**src/rtl/tour_cmd.sv**
```systemverilog
// tour_cmd
// Sits between the UART wrapper and cmd_proc. In IDLE it forwards UART
// commands unchanged. After start_tour it replays a stored knight's tour.
// Each knight move is issued as two commands: first a vertical leg, then
// a horizontal leg. Each command is handed over with the same cmd_rdy /
// clr_cmd_rdy / send_resp handshake that a UART command uses.
//
// Ports
//   clk, rst_n          clock, asynchronous active-low reset
//   start_tour          one-cycle pulse that starts the replay
//   move[7:0]           one-hot knight move for mv_indx, from the tour logic
//   mv_indx[4:0]        index of the move being replayed
//   cmd_UART[15:0]      command from the UART wrapper
//   cmd_rdy_UART        UART command valid
//   clr_cmd_rdy         cmd_proc has consumed cmd
//   send_resp           cmd_proc has finished and requests a response
//   cmd[15:0]           command to cmd_proc {opcode, heading, squares}
//   cmd_rdy             cmd valid to cmd_proc
//   clr_cmd_rdy_UART    consume strobe forwarded to the UART wrapper
//   resp[7:0]           response byte (8'hA5 done / 8'h5A in progress)
module tour_cmd #(
    parameter int NUM_MOVES = 24
) (
    input  logic        clk,
    input  logic        rst_n,
    input  logic        start_tour,
    input  logic [7:0]  move,
    output logic [4:0]  mv_indx,
    input  logic [15:0] cmd_UART,
    input  logic        cmd_rdy_UART,
    input  logic        clr_cmd_rdy,
    input  logic        send_resp,
    output logic [15:0] cmd,
    output logic        cmd_rdy,
    output logic        clr_cmd_rdy_UART,
    output logic [7:0]  resp
);

    localparam logic [2:0] IDLE  = 3'd0;
    localparam logic [2:0] VERT  = 3'd1;
    localparam logic [2:0] HOLDV = 3'd2;
    localparam logic [2:0] HORZ  = 3'd3;
    localparam logic [2:0] HOLDH = 3'd4;

    localparam logic [4:0] LAST_IDX = 5'(NUM_MOVES - 1);

    logic [2:0]  state_q,    state_d;
    logic [4:0]  mv_indx_q,  mv_indx_d;
    logic [15:0] last_cmd_q, last_cmd_d;

    // Decoded move: the lowest set bit wins. Each leg is kept as a sign
    // plus a magnitude.
    logic       dx_pos, dy_pos, move_none;
    logic [1:0] dx_mag, dy_mag;
    logic [15:0] vert_cmd, horz_cmd;
    logic       at_last;

    always_comb begin
        dx_pos    = 1'b0;
        dy_pos    = 1'b0;
        dx_mag    = 2'd0;
        dy_mag    = 2'd0;
        move_none = 1'b0;
        if      (move[0]) begin dx_pos = 1'b0; dx_mag = 2'd1; dy_pos = 1'b1; dy_mag = 2'd2; end
        else if (move[1]) begin dx_pos = 1'b1; dx_mag = 2'd1; dy_pos = 1'b1; dy_mag = 2'd2; end
        else if (move[2]) begin dx_pos = 1'b0; dx_mag = 2'd2; dy_pos = 1'b1; dy_mag = 2'd1; end
        else if (move[3]) begin dx_pos = 1'b0; dx_mag = 2'd2; dy_pos = 1'b0; dy_mag = 2'd1; end
        else if (move[4]) begin dx_pos = 1'b0; dx_mag = 2'd1; dy_pos = 1'b0; dy_mag = 2'd2; end
        else if (move[5]) begin dx_pos = 1'b1; dx_mag = 2'd1; dy_pos = 1'b0; dy_mag = 2'd2; end
        else if (move[6]) begin dx_pos = 1'b1; dx_mag = 2'd2; dy_pos = 1'b0; dy_mag = 2'd1; end
        else if (move[7]) begin dx_pos = 1'b1; dx_mag = 2'd2; dy_pos = 1'b1; dy_mag = 2'd1; end
        else              move_none = 1'b1;
    end

    assign vert_cmd = {4'h2, (dy_pos ? 8'h00 : 8'h7F), 2'b00, dy_mag};
    assign horz_cmd = {4'h3, (dx_pos ? 8'hBF : 8'h3F), 2'b00, dx_mag};
    assign at_last  = (mv_indx_q == LAST_IDX);

    always_comb begin
        state_d          = state_q;
        mv_indx_d        = mv_indx_q;
        last_cmd_d       = last_cmd_q;
        cmd              = last_cmd_q;
        cmd_rdy          = 1'b0;
        clr_cmd_rdy_UART = 1'b0;
        resp             = 8'h5A;
        case (state_q)
            IDLE: begin
                cmd              = cmd_UART;
                cmd_rdy          = cmd_rdy_UART;
                clr_cmd_rdy_UART = clr_cmd_rdy;
                resp             = 8'hA5;
                if (start_tour) begin
                    state_d   = VERT;
                    mv_indx_d = '0;
                end
            end
            VERT: begin
                // An empty move means the tour data is bad. Give up the
                // tour without offering a command.
                if (move_none) begin
                    state_d = IDLE;
                end else begin
                    cmd        = vert_cmd;
                    cmd_rdy    = 1'b1;
                    last_cmd_d = vert_cmd;
                    if (clr_cmd_rdy) state_d = HOLDV;
                end
            end
            HOLDV: begin
                if (send_resp) state_d = HORZ;
            end
            HORZ: begin
                cmd        = horz_cmd;
                cmd_rdy    = 1'b1;
                last_cmd_d = horz_cmd;
                if (clr_cmd_rdy) state_d = HOLDH;
            end
            HOLDH: begin
                if (at_last) resp = 8'hA5;
                if (send_resp) begin
                    if (at_last) begin
                        state_d = IDLE;
                    end else begin
                        mv_indx_d = mv_indx_q + 5'd1;
                        state_d   = VERT;
                    end
                end
            end
            default: state_d = IDLE;
        endcase
    end

    always_ff @(posedge clk or negedge rst_n) begin
        if (!rst_n) begin
            state_q    <= IDLE;
            mv_indx_q  <= '0;
            last_cmd_q <= '0;
        end else begin
            state_q    <= state_d;
            mv_indx_q  <= mv_indx_d;
            last_cmd_q <= last_cmd_d;
        end
    end

    assign mv_indx = mv_indx_q;

endmodule

```
**config.mk**
```make
export PLATFORM = sky130hd
export DESIGN_NAME = tour_cmd
export DESIGN_NICKNAME = d
export VERILOG_FILES = /design/src/rtl/tour_cmd.sv
export SDC_FILE = /design/constraint.sdc
export NUM_CORES = 1
export LEC_CHECK = 0
export BUFFER_PORTS_ARGS = -buffer_cell sky130_fd_sc_hd__buf_4
export CAP_MARGIN = 20
export CORE_AREA = 5 5 62 64
export DETAILED_ROUTE_END_ITERATION = 10
export DIE_AREA = 0 0 67 69
export GPL_TIMING_DRIVEN = 0
export PLACE_DENSITY_LB_ADDON = 0.05
export SLEW_MARGIN = 30
export SYNTH_ARGS = -nofsm -noshare
export SYNTH_HDL_FRONTEND = slang
export SYNTH_SLANG_ARGS = --single-unit
```
**constraint.sdc**
```tcl
create_clock -name clk -period 4.4 [get_ports clk]
set_clock_uncertainty 0.1 [all_clocks]
set_input_delay 0.44 -clock clk [delete_from_list [all_inputs] [get_ports clk]]
set_output_delay 0.44 -clock clk [all_outputs]
set_load 0.05 [all_outputs]
```
======== After elaboration in Yosys (flattened, before gate mapping) ========
Cells that the tools add are included.
word-level totals
  latch bits .............................. 0
  bits in writable memories ............... 0
  logic and storage cells ................. 81
  memories ................................ 0
  register bits ........................... 24
  bits in read-only memories .............. 0
operators by class
  muxes and demuxes ....................... 61
  reductions and logical operators ........ 5
  add/subtract/negate cells ............... 1
  multiply operators ...................... 0
  shift operators ......................... 0
  divide/modulo/power cells ............... 0
  order comparisons ....................... 0
  equal/unequal tests ..................... 11
  bitwise gates (word level) .............. 0
operator list
  cell                                                  number
  one-hot mux 16 bit (3 select lines)                   1
  one-hot mux 16 bit (2 select lines)                   1
  two-way mux 1 bit                                     28
  two-way mux 2 bit                                     14
  two-way mux 3 bit                                     6
  two-way mux 16 bit                                    1
  two-way mux 8 bit                                     2
  one-hot mux 8 bit (2 select lines)                    1
  two-way mux 5 bit                                     3
  one-hot mux 3 bit (5 select lines)                    1
  inequality test 2 bit (second input constant)         5
  one-hot mux 5 bit (2 select lines)                    1
  two-way mux 7 bit                                     1
  equality test 3 x 2 -> 1 bit (second input constant)  2
  adder 5 x 1 -> 5 bit (second input constant)          1
  equality test 5 bit (second input constant)           1
  AND reduction 5 bit                                   1
  AND reduction 4 bit                                   1
  nonzero test 2 bit                                    2
  equality test 3 x 1 -> 1 bit (second input constant)  1
  equality test 3 bit (second input constant)           1
  zero test 3 bit                                       1
  inequality test 3 bit (second input constant)         1
  one-hot mux 1 bit (3 select lines)                    1

======== Depth between registers and ports, before layout ========
Gate-level depths: netlist of run 1.
  word-level depth ........................ 11
  gate-level depth with buffers ........... 6
  gate-level depth less buffers ........... 5

======== Worst setup path before layout of run 1 ========
Ideal clock, no wire load.
  path kind ............................... register to output
  from .................................... reg mv_indx_q[0], in the netlist mv_indx[0]
  to ...................................... out resp[2]
  required time ........................... 3.860 ns
  path buffers ............................ 1
  cell stages (with the launch flop) ...... 7
  setup slack ............................. 1.495 ns
  data arrival time ....................... 2.365 ns
  path through ............................ dfrtp_1 ha_1 nand4b_1 nand2_1 nand2_1 inv_1 buf_4
between the ends
  cells in the longest elaborated chain, start to end .. 3
RTL lines
  what                                RTL line  text
  start: declaration                  48        logic [4:0] mv_indx_q, mv_indx_d;
  start signal: assignment            141       mv_indx_q <= mv_indx_d;
  equality test 5 bit                 77        assign at_last = (mv_indx_q == LAST_IDX);
  two-way mux 8 bit                   120       if (at_last) resp = 8'hA5;
  one-hot mux 8 bit (2 select lines)  87        case (state_q)
  end: declaration                    36        output logic [7:0] resp
Every way passes these cells.

======== Worst setup path in the final report of run 1 ========
  from .................................... reg state_q[2]
  to ...................................... out cmd[6]
between the ends
  cells in the longest elaborated chain, start to end .. 2
  elaborated cells between the ends (all ways) .. 4
RTL lines
  what                                                  RTL line  text
  start: declaration                                    47        logic [2:0] state_q, state_d;
  start signal: assignment                              140       state_q <= state_d;
  equality test 3 x 2 -> 1 bit (tied with other cells)  87
  one-hot mux 16 bit (3 select lines) *                 87
  end: declaration                                      33        output logic [15:0] cmd,
Every way passes the cells marked *; elsewhere a longest branch is shown, timed or not.

==> results.py, run 1 <==
metrics = {
    "run": {
        "max-cap-violations": 0,
    },
    "clocking": {
        "htree_levels": 1,
        "clock_tree.root_cell": "sky130_fd_sc_hd__clkbuf_4",
        "clock_insertion_delay_worst_skew_ps": 330,
        "cts_sink_count": 24,
        "path_clk_slew_ps": 140,
        "post_cts_resize_count": 0,
        "tritoncts_clock_tree": "done",
        "tritoncts.num_buffers": 3,
        "cts_buffer_depth": 2,
    },
    "timing": {
        "time_the_worst_path_needs_with_i_o_delays_and_setup_ps": 2690,
        "max_clock_freq_mhz": 372,
        "timing_max_transition_violations_final": 0,
        "setup_viol": 0,
        "post-route-worst-setup-slack_ps": 1710,
        "hold_viol": 0,
        "setup_repair_after_global_routing_missed_its_margin": "false",
        "fin_hold_ws_ps": 197,
        "final_min_period_over_clock_period_pct": 61.1,
        "max_slew_margin_pct": 52.0,
        "tns_ps": 0,
        "worst_slew_pin_slew_ps": 715,
    },
    "setup_path": {
        "worst-endpoint-arrival_ps": 2150,
        "worstSetupPathType": "flip-flop to primary output",
        "setup.worst_path.end_class": "primary output",
        "crit_buf_inv": 3,
        "setup.worst_path.start_class": "flip-flop",
        "cp_required_ps": 3860,
        "path_cells": "buf_2 -> or2_1 -> clkbuf_1 -> a21oi_1 -> a21oi_1 -> a2bb2oi_1 -> buf_4",
        "slowest_delay_ps": 410,
        "cpMaxStageDelayCell": "sky130_fd_sc_hd__dfrtp_1",
        "timing.critical_path.mode_cell": "sky130_fd_sc_hd__a21oi_1",
        "critical-path-top-delay-family": "buffers and inverters",
        "worstPathMaxFanout": 10,
    },
    "synth": {
        "ys_warn_count": 0,
        "synth_mux_area_share_pct": 0.608,
        "synth_edf_count": 0,
        "main_flop_type_after_synthesis": "sky130_fd_sc_hd__dfrtp_1",
        "post_synth_inst_count": 189,
        "synth_fp_nets": 220,
        "compound_gate_portion_of_the_synthesized_area_pct": 32.2,
        "syn_area_per_cell_sq_um": 8.71,
        "distinct_cell_type_count_after_synthesis": 45,
        "synth_adder_area_share_pct": 0.760,
        "ys_seq_elements": 24,
        "yosysSeqAreaShare_pct": 36.5,
        "synth_top_family_by_area": "compound AO/OA/AOI/OAI gates",
        "ys_async_sr_fraction_pct": 100,
        "xor_and_xnor_area_share_after_synthesis_pct": 0,
        "syn_area_sq_um": 1650,
        "simple_logic_cell_fraction_of_the_synthesized_area_pct": 22.4,
    },
    "power_and_ir_drop": {
        "report.power.total_uw": 1940,
        "peakVddDrop_mv": 0.451,
        "powerDensity_nw_per_um2": 880,
        "static-leakage-power_uw": 0.00103,
    },
    "global_routing": {
        "number_of_antenna_violations_at_the_first_check_in_global_routing": 0,
        "overflow": 0,
        "grt_pass1_vias": 1636,
        "pin_count_of_the_biggest_net_entering_global_routing": 25,
        "total_routing_usage_reported_by_global_routing_pct": 19.7,
        "grt_first_pass_wirelength_mm": 7.35,
    },
    "layout": {
        "num_antenna_cells": 0,
        "nets": 286,
        "post_route_cells_drive_above_1_share_pct": 33.9,
        "syn2layout_area_growth_pct": 33.7,
        "final-instance-count-excl-fill": 300,
    },
    "detailed_routing": {
        "drc_errors": 0,
        "drtIter0Drc": 105,
        "route.vias.total": 1688,
        "detail_route.vias_per_cell": 5.63,
        "drt_pass1_iterations": 4,
        "detail_route.wl_per_cell_microns": 14.9,
        "total_length_of_routed_wires_mm": 4.48,
        "route.antenna.remaining_nets": 0,
    },
    "floorplanning": {
        "core-area_sq_um": 3230,
        "die_area_sq_um": 4620,
        "die_y_microns": 69,
        "initial_core_utilization_pct": 50.9,
        "core.rowCount": 21,
        "chipWidth_microns": 67,
        "num_io_pins": 61,
    },
    "placement": {
        "finalWeightedCongestion": 0.820,
        "post-dp-hpwl_mm": 3.40,
        "io_buffer_count": 60,
        "pre_cts_slack_ps": 1870,
        "placed_cells_incl_taps": 295,
    },
    "run_status": {
        "run_status": "complete, no violations",
    },
    "min_path": {
        "min_path_type": "input pin to flip-flop",
    },
}
==> per-layer routing <==
metal	share of wire, %	up-vias	global-route usage, %
met5	0	-	0
met4	0.80	0	5.41
met3	6.3	6	3.08
met2	48	60	32.1
met1	45	789	26.8
li1	-	833	-
==> cells in the final DEF (no fill, tap or decap), types with 2 or more instances in the layout <==
cell type,count
sky130_fd_sc_hd__inv_1,5
sky130_fd_sc_hd__o21ai_1,10
sky130_fd_sc_hd__and3_1,2
sky130_fd_sc_hd__or3_1,6
sky130_fd_sc_hd__o221ai_1,2
sky130_fd_sc_hd__a211o_1,2
sky130_fd_sc_hd__nor2_1,8
sky130_fd_sc_hd__o21a_1,7
sky130_fd_sc_hd__and2_1,5
sky130_fd_sc_hd__nand2b_1,2
sky130_fd_sc_hd__a21oi_1,20
sky130_fd_sc_hd__clkbuf_1,4
sky130_fd_sc_hd__or2_1,2
sky130_fd_sc_hd__nand3_1,4
sky130_fd_sc_hd__o21ai_0,5
sky130_fd_sc_hd__a21o_1,4
sky130_fd_sc_hd__a32oi_1,6
sky130_fd_sc_hd__a2bb2oi_1,7
sky130_fd_sc_hd__clkbuf_4,3
sky130_fd_sc_hd__buf_4,68
sky130_fd_sc_hd__buf_2,3
sky130_fd_sc_hd__nor3_1,9
sky130_fd_sc_hd__a21oi_2,2
sky130_fd_sc_hd__dfrtp_1,24
sky130_fd_sc_hd__nand2_1,21
==> where the power goes <==
group,switching (uW),internal [uW]
Clock,72.8,50.7
Combinational,997,483
Sequential,45.1,286
Total,1120,820
==> final timing paths <==
path	start	endpoint	slack, ps	cells after the start
min in group asynchronous	rst_n	mv_indx[4]	420	2
max reg2reg	mv_indx[0]	mv_indx[4]	2610	5
min reg2reg	last_cmd_q[13]	last_cmd_q[13]	390	1
max in group asynchronous	rst_n	last_cmd_q[4]	3520	2
min	clr_cmd_rdy	state_q[0]	200	2
max	state_q[2]	cmd[6]	1710	7
==> area by class of cell <==
type | count | area (sq um)
repair buffers | 61 | 460
clock buffers | 4 | 36.3
well taps | 46 | 57.6
plain buffers | 16 | 101
fillers | 306 | 1030
multi-input cells | 143 | 921
flip-flops and latches | 24 | 601
inverters | 6 | 22.5
==> state kept, by name, indices dropped and copies added, names as in the netlist <==
| register | flops |
|---|---|
| last_cmd_q | 16 |
| mv_indx | 5 |
| state_q | 3 |
==> through the flow <==
stage	utilization, %	instance area (sq um)
2_1_floorplan	-	1650
3_3_place_gp	66.6	2150
3_5_place_dp	66.6	2150
4_1_cts	68.1	2200
5_1_grt	68.1	2200
6_report	68.1	2200
==> Yosys cell counts, types with 2 or more instances <==
cell type                   instances  area, sq um
sky130_fd_sc_hd__or2_1              2         12.5
sky130_fd_sc_hd__nand2_1           21         78.8
sky130_fd_sc_hd__a2bb2oi_1          7         61.3
sky130_fd_sc_hd__buf_2              3         15.0
sky130_fd_sc_hd__o21a_1             7         52.6
sky130_fd_sc_hd__o21ai_0            5         25.0
sky130_fd_sc_hd__dfrtp_1           24          601
sky130_fd_sc_hd__clkbuf_1           4         15.0
sky130_fd_sc_hd__buf_4              8         60.1
sky130_fd_sc_hd__and3_1             2         12.5
sky130_fd_sc_hd__a32oi_1            6         52.6
sky130_fd_sc_hd__nand3_1            4         20.0
sky130_fd_sc_hd__o21ai_1           10         50.1
sky130_fd_sc_hd__or3_1              6         37.5
sky130_fd_sc_hd__o221ai_1           2         17.5
sky130_fd_sc_hd__inv_1              5         18.8
sky130_fd_sc_hd__a21oi_1           20          100
sky130_fd_sc_hd__a211o_1            2         17.5
sky130_fd_sc_hd__nor2_1             8         30.0
sky130_fd_sc_hd__nand2b_1           2         12.5
sky130_fd_sc_hd__and2_1             5         31.3
sky130_fd_sc_hd__a21oi_2            2         17.5
sky130_fd_sc_hd__a21o_1             4         30.0
sky130_fd_sc_hd__nor3_1             9         45.0
==> kinds of logic (layout without fill, tap and decap cells) <==
family / after synthesis / after routing
buffers and inverters: 22 / 87
AND/OR/NAND/NOR: 67 / 67
AO/OA/AOI/OAI: 74 / 74
adder cells (fa/ha/maj): 1 / 1
multiplexers: 1 / 1
flip-flops: 24 / 24
==> repair_timing <==
action / in CTS / in global routing
endpoints found under the hold margin: 24 / 0
setup buffers: 0 / 0
hold buffers: 1 / 0
Power figures use the tool's default switching activity.
==> inputs of run 2 (changes only) <==
- ABC_AREA: unset -> 1
- CORE_AREA: 5 5 62 64 -> 5 5 68 70
- DIE_AREA: 0 0 67 69 -> 0 0 73 75
- clock period: 4.4 -> 2.2 ns (I/O delays scaled with it)
==> run 2 against run 1 <==
Count of clock-buffer cells in the layout is 1 lower. Area after synthesis is 1.9% higher. Via count is 0.47% lower. Non-clock buffer count is 1 higher. Sequential share of layout area is 1.5 points lower. Critical path depth is 3 higher. Cell area is 6.4% higher. Setup slack worse by 1600 ps. Routed wire length is 2.3% lower. First-iteration DRC count is 15% higher. Die area is 18% higher. Cell count is 18% higher.
==> results.py, run 2 <==
metrics = {
    "detailed_routing": {
        "route.vias.total": 1680,
        "detail_route.wl_per_cell_microns": 12.3,
        "total_length_of_routed_wires_mm": 4.38,
        "route.antenna.remaining_nets": 0,
        "drc_errors": 0,
        "drtIter0Drc": 121,
        "drt_pass1_iterations": 4,
        "detail_route.vias_per_cell": 4.73,
    },
    "placement": {
        "io_buffer_count": 60,
        "pre_cts_slack_ps": 318,
        "finalWeightedCongestion": 0.842,
        "post-dp-hpwl_mm": 3.26,
    },
    "setup_path": {
        "worstPathMaxFanout": 10,
        "setup.worst_path.start_class": "flip-flop",
        "worst-r2r-cell-count": 7,
        "setup.worst_path.end_class": "primary output",
        "ff2ff_setup_slack_ps": 600,
        "worstSetupPathType": "flip-flop to primary output",
        "worst-endpoint-arrival_ps": 1780,
        "cp_required_ps": 1880,
        "reg_to_reg_endpoint": "mv_indx[2]",
        "critical_path.reg2reg.startpoint": "mv_indx[0]",
    },
    "min_path": {
        "hp-start": "send_resp",
        "worst_hold_path_endpoint": "state_q[2]",
        "min_path_cells": 4,
        "min_path_type": "input pin to flip-flop",
    },
    "floorplanning": {
        "die_y_microns": 75,
        "chipWidth_microns": 73,
        "core-area_sq_um": 3910,
        "num_io_pins": 61,
        "initial_core_utilization_pct": 42.8,
        "die_area_sq_um": 5480,
        "core.rowCount": 23,
    },
    "synth": {
        "synthTopCellsByCount": "68 x sky130_fd_sc_hd__nand2_1, 34 x sky130_fd_sc_hd__nand3_1, 33 x sky130_fd_sc_hd__inv_1",
        "ys_async_sr_fraction_pct": 100,
        "synth_fp_nets": 266,
        "ys_warn_count": 0,
        "yosysMostFrequentCell": "sky130_fd_sc_hd__nand2_1",
        "yosysTopAreaCellShare_pct": 35.8,
        "synth_edf_count": 0,
        "distinct_cell_type_count_after_synthesis": 33,
        "synth_largest_area_cell": "sky130_fd_sc_hd__dfrtp_1",
        "cell_types_with_the_largest_area_share_after_synthesis": "sky130_fd_sc_hd__dfrtp_1 36%, sky130_fd_sc_hd__nand2_1 15%, sky130_fd_sc_hd__nand3_1 10%, sky130_fd_sc_hd__inv_1 7.4%, sky130_fd_sc_hd__buf_4 4.5%",
        "yosysSeqAreaShare_pct": 35.8,
        "syn_area_per_cell_sq_um": 7.13,
        "main_flop_type_after_synthesis": "sky130_fd_sc_hd__dfrtp_1",
        "ys_seq_elements": 24,
        "syn_area_sq_um": 1680,
        "post_synth_inst_count": 235,
    },
    "timing": {
        "setup_viol": 0,
        "max_clock_freq_mhz": 477,
        "final_min_period_over_clock_period_pct": 95.3,
        "worst_slew_pin_slew_ps": 327,
        "tns_ps": 0,
        "timing_max_transition_violations_final": 0,
        "hold_viol": 0,
        "max_slew_margin_pct": 78.0,
        "setup_repair_after_global_routing_missed_its_margin": "false",
        "time_the_worst_path_needs_with_i_o_delays_and_setup_ps": 2100,
        "post-route-worst-setup-slack_ps": 102,
    },
    "clocking": {
        "tritoncts_clock_tree": "done",
        "cts_buffer_depth": 2,
        "tritoncts.num_buffers": 3,
        "path_clk_slew_ps": 90,
        "cts_sink_count": 24,
        "clock_tree.root_cell": "sky130_fd_sc_hd__clkbuf_8",
        "htree_levels": 1,
        "clock_insertion_delay_worst_skew_ps": 270,
    },
    "run": {
        "max-cap-violations": 0,
    },
    "layout": {
        "post_route_cells_drive_above_1_share_pct": 35.4,
        "syn2layout_area_growth_pct": 39.6,
        "nets": 337,
        "post-route-util_pct": 59.8,
        "fillCellCount": 401,
        "num_antenna_cells": 0,
        "regMostFlops": "last_cmd_q",
        "mostFrequentLayoutCell": "sky130_fd_sc_hd__buf_4",
        "final_cell_mix": "73 x sky130_fd_sc_hd__buf_4, 66 x sky130_fd_sc_hd__nand2_1, 34 x sky130_fd_sc_hd__nand3_1",
        "number_of_flip_flops_under_the_largest_register_name": 16,
    },
    "global_routing": {
        "overflow": 0,
        "grt_first_pass_wirelength_mm": 7.14,
        "number_of_antenna_violations_at_the_first_check_in_global_routing": 0,
        "pin_count_of_the_biggest_net_entering_global_routing": 25,
        "grt_pass1_vias": 1584,
        "total_routing_usage_reported_by_global_routing_pct": 16.5,
    },
    "run_status": {
        "run_status": "complete, no violations",
    },
}
## run 2: changes by cell type in the layout (fill, tap and decap cells not counted), moves of 5 or more
cell	previous run	this run
sky130_fd_sc_hd__o21ai_1	10	5
sky130_fd_sc_hd__nand3_1	4	34
sky130_fd_sc_hd__inv_1	5	31
sky130_fd_sc_hd__buf_4	68	73
sky130_fd_sc_hd__a2bb2oi_1	7	0
sky130_fd_sc_hd__nand2_1	21	66
sky130_fd_sc_hd__and2_1	5	0
sky130_fd_sc_hd__or3_1	6	0
sky130_fd_sc_hd__a21oi_1	20	2
sky130_fd_sc_hd__a32oi_1	6	0
sky130_fd_sc_hd__o21a_1	7	1
sky130_fd_sc_hd__or2_0	0	6
sky130_fd_sc_hd__nor3_1	9	0
## run 2: what timing repair did
item,CTS,global route
hold endpoints to repair,24,0
gates resized for setup,0,7
setup buffers,0,5
hold buffers,1,0
setup endpoints to repair,0,13
## run 2: layer usage
layer  routed length [microns]  track usage [%]  part of all wire, %
met1                      1930             22.5                   44
met2                      2170             27.5                   50
met3                       232             2.27                  5.3
met4                        36             4.30                 0.82
met5                         0                0                    0
## run 2: metrics by stage
step | hold WS (ps) | std cells | cell area, sq um
final | 137 | 355 | 2340
after global routing | 159 | 355 | 2340
after CTS | 139 | 350 | 2280
after detailed placement | 44.0 | 345 | 2200
after global placement | 41.4 | 345 | 2200
after floorplan | -176 | 235 | 1690
## run 2: area by class of cell
type / instances / area [sq um] / share of cell area [%]
Buffer: 12 / 101 / 4.33
Timing Repair Buffer: 66 / 505 / 21.6
Clock inverter: 1 / 30.0 / 1.28
Clock buffer: 3 / 41.3 / 1.76
Sequential cell: 24 / 603 / 25.8
Tap cell: 50 / 62.6 / 2.67
Multi-Input combinational cell: 160 / 840 / 35.9
Inverter: 39 / 158 / 6.73
## run 2: worst max-delay path by stage
stage                          start  endpoint  slack, ps
after detailed placement  state_q[1]    cmd[0]        320
after global placement    state_q[1]    cmd[0]        320
after floorplan           mv_indx[0]   resp[2]         50
final                     state_q[0]    cmd[0]        100
after global routing      state_q[0]    cmd[1]         10
after CTS                 state_q[1]    cmd[0]          9
## run 2: kinds of logic after synthesis
kind of cell	Yosys count	synth area share [%]
buf+inv	51	14.7
fa+ha+maj	1	0.746
simple gates	136	39.3
flops	24	35.8
compound gates	21	8.43
xor+xnor	2	1.04
## run 2: worst max-delay path, cell delays in order (launching register included)
cell,delay (ps)
sky130_fd_sc_hd__dfrtp_1,420
sky130_fd_sc_hd__inv_2,100
sky130_fd_sc_hd__nand2_4,90
sky130_fd_sc_hd__nor2_4,110
sky130_fd_sc_hd__buf_8,150
sky130_fd_sc_hd__inv_4,50
sky130_fd_sc_hd__nand2_2,80
sky130_fd_sc_hd__inv_4,70
sky130_fd_sc_hd__a22oi_1,140
sky130_fd_sc_hd__nand3_1,110
sky130_fd_sc_hd__buf_6,170
Power of run 2 is left out: the tool's default activity adds up to more than one toggle a clock period on the data nets, which glitch-free logic cannot reach.
==> inputs of run 3 (changes only) <==
- MAX_ROUTING_LAYER: unset -> met4
- SETUP_SLACK_MARGIN: unset -> 0.3
==> run 3 against run 2 <==
Critical path depth stayed put. Routed wire length is 8.8% higher. Count of clock-buffer cells in the layout stayed put. Critical endpoint is now cmd[1].
==> results.py, run 3 (synthesized netlist as in run 2, its figures left out) <==
metrics = {
    "setup_path": {
        "cpMaxStageDelayCell": "sky130_fd_sc_hd__dfrtp_1",
        "setup.worst_path.end_class": "primary output",
        "setup.worst_path.start_class": "flip-flop",
        "worstSetupPathType": "flip-flop to primary output",
        "cp_required_ps": 1880,
        "path_cells": "inv_2 -> nand2_4 -> nor2_4 -> buf_8 -> inv_8 -> nand2_8 -> inv_8 -> a22oi_2 -> nand2_1 -> buf_6",
        "worstPathMaxFanout": 5,
        "slowest_delay_ps": 400,
        "worst-endpoint-arrival_ps": 1670,
        "ff2ff_setup_slack_ps": 350,
        "timing.critical_path.mode_cell": "sky130_fd_sc_hd__inv_8",
    },
    "global_routing": {
        "grt.met2_usage_pct": 30.6,
        "globalRoute.busiestLayer": "met2",
        "grt_first_pass_wirelength_mm": 7.70,
        "number_of_antenna_violations_at_the_first_check_in_global_routing": 0,
        "gr-usage-met1_pct": 22.7,
        "pin_count_of_the_biggest_net_entering_global_routing": 25,
        "overflow": 0,
        "grt.met3_usage_pct": 3.07,
        "grt_pass1_vias": 1746,
        "total_routing_usage_reported_by_global_routing_pct": 18.2,
    },
    "timing": {
        "timing_max_transition_violations_final": 0,
        "setup_repair_after_global_routing_missed_its_margin": "true",
        "hold_viol": 0,
        "max_clock_freq_mhz": 504,
        "time_the_worst_path_needs_with_i_o_delays_and_setup_ps": 1990,
        "post-route-worst-setup-slack_ps": 215,
        "worst_slew_pin_slew_ps": 321,
        "max_slew_margin_pct": 78.4,
        "final_min_period_over_clock_period_pct": 90.2,
        "tns_ps": 0,
        "setup_viol": 0,
    },
    "layout": {
        "number_of_flip_flops_under_the_largest_register_name": 16,
        "post_route_cells_drive_above_1_share_pct": 43.1,
        "post-route-cell-area_sq_um": 2770,
        "mostFrequentLayoutCell": "sky130_fd_sc_hd__nand2_1",
        "fillCellCount": 336,
        "syn2layout_area_growth_pct": 65.4,
        "final_cell_mix": "66 x sky130_fd_sc_hd__nand2_1, 57 x sky130_fd_sc_hd__buf_4, 34 x sky130_fd_sc_hd__nand3_1",
        "num_antenna_cells": 0,
        "nets": 359,
        "regMostFlops": "last_cmd_q",
    },
    "floorplanning": {
        "core-area_sq_um": 3910,
        "num_io_pins": 61,
        "core.rowCount": 23,
        "die_area_sq_um": 5480,
        "initial_core_utilization_pct": 42.8,
        "die_y_microns": 75,
        "chipWidth_microns": 73,
    },
    "detailed_routing": {
        "route.vias.total": 1803,
        "route.antenna.remaining_nets": 0,
        "drtIter0Drc": 52,
        "drt_pass1_iterations": 4,
        "drc_errors": 0,
        "detail_route.vias_per_cell": 4.78,
        "total_length_of_routed_wires_mm": 4.76,
        "detail_route.wl_per_cell_microns": 12.6,
    },
    "run": {
        "max-cap-violations": 0,
    },
    "min_path": {
        "min_path_type": "input pin to flip-flop",
    },
    "placement": {
        "post-dp-hpwl_mm": 3.24,
        "finalWeightedCongestion": 0.774,
        "place_area_sq_um": 2260,
        "io_buffer_count": 60,
        "pre_cts_slack_ps": 346,
    },
    "clocking": {
        "clock_tree.root_cell": "sky130_fd_sc_hd__clkbuf_8",
        "htree_levels": 1,
        "path_clk_slew_ps": 80,
        "tritoncts.num_buffers": 3,
        "cts_buffer_depth": 2,
        "cts_sink_count": 24,
        "tritoncts_clock_tree": "done",
        "clock_insertion_delay_worst_skew_ps": 260,
    },
    "run_status": {
        "run_status": "complete, no violations",
    },
}
-- run 3: cell types whose count changed in the layout (fill, tap and decap cells not counted), sizes merged --
cell    delta
buf       +21
clkinv     +1
-- run 3: area by class of cell --
class	instances	area [sq um]	share of cell area [%]
buffer	12	143	5.14
clock buffer	3	41.3	1.49
clock inverter	1	30.0	1.08
inverter	39	170	6.14
multi-input combinational	160	922	33.3
sequential	24	607	21.9
tap	50	62.6	2.26
timing repair buffer	87	791	28.5
timing repair inverter	1	6.26	0.226
-- run 3: metal layers --
layer / part of all wire (%) / wire, microns
met3: 4.8 / 229
met4: 1.4 / 68
met1: 42 / 1990
met2: 52 / 2470
met5: 0 / 0
-- run 3: critical path, delay by kind of cell (launching register included) --
family | cells | cell delay, ps
flops | 1 | 400
compound gates | 1 | 130
buf+inv | 5 | 470
simple gates | 4 | 390
-- run 3: final timing paths --
path,endpoint,startpoint,depth (start not counted)
min reg2reg,last_cmd_q[13],last_cmd_q[13],2
max reg2reg,state_q[0],mv_indx[1],10
min in group asynchronous,last_cmd_q[2],rst_n,2
max in group asynchronous,mv_indx[0],rst_n,2
max,cmd[1],state_q[0],10
min,state_q[2],send_resp,4
-- run 3: what timing repair did --
item	CTS	global route
pin swaps	5	9
endpoints found under the hold margin	24	0
setup buffers	21	4
gates resized for setup	24	41
gates cloned	1	1
hold buffers	1	0
endpoints found under the setup margin	24	25
-- run 3: per-stage QoR --
stage | instances | hold WS, ps | util [%]
after floorplan | 235 | -176 | -
after global placement | 345 | 44.0 | 57.7
after detailed placement | 345 | 39.5 | 57.7
after CTS | 372 | 140 | 65.8
after global routing | 377 | 156 | 70.8
final | 377 | 143 | 70.8
Power of run 3 is left out for the same reason.
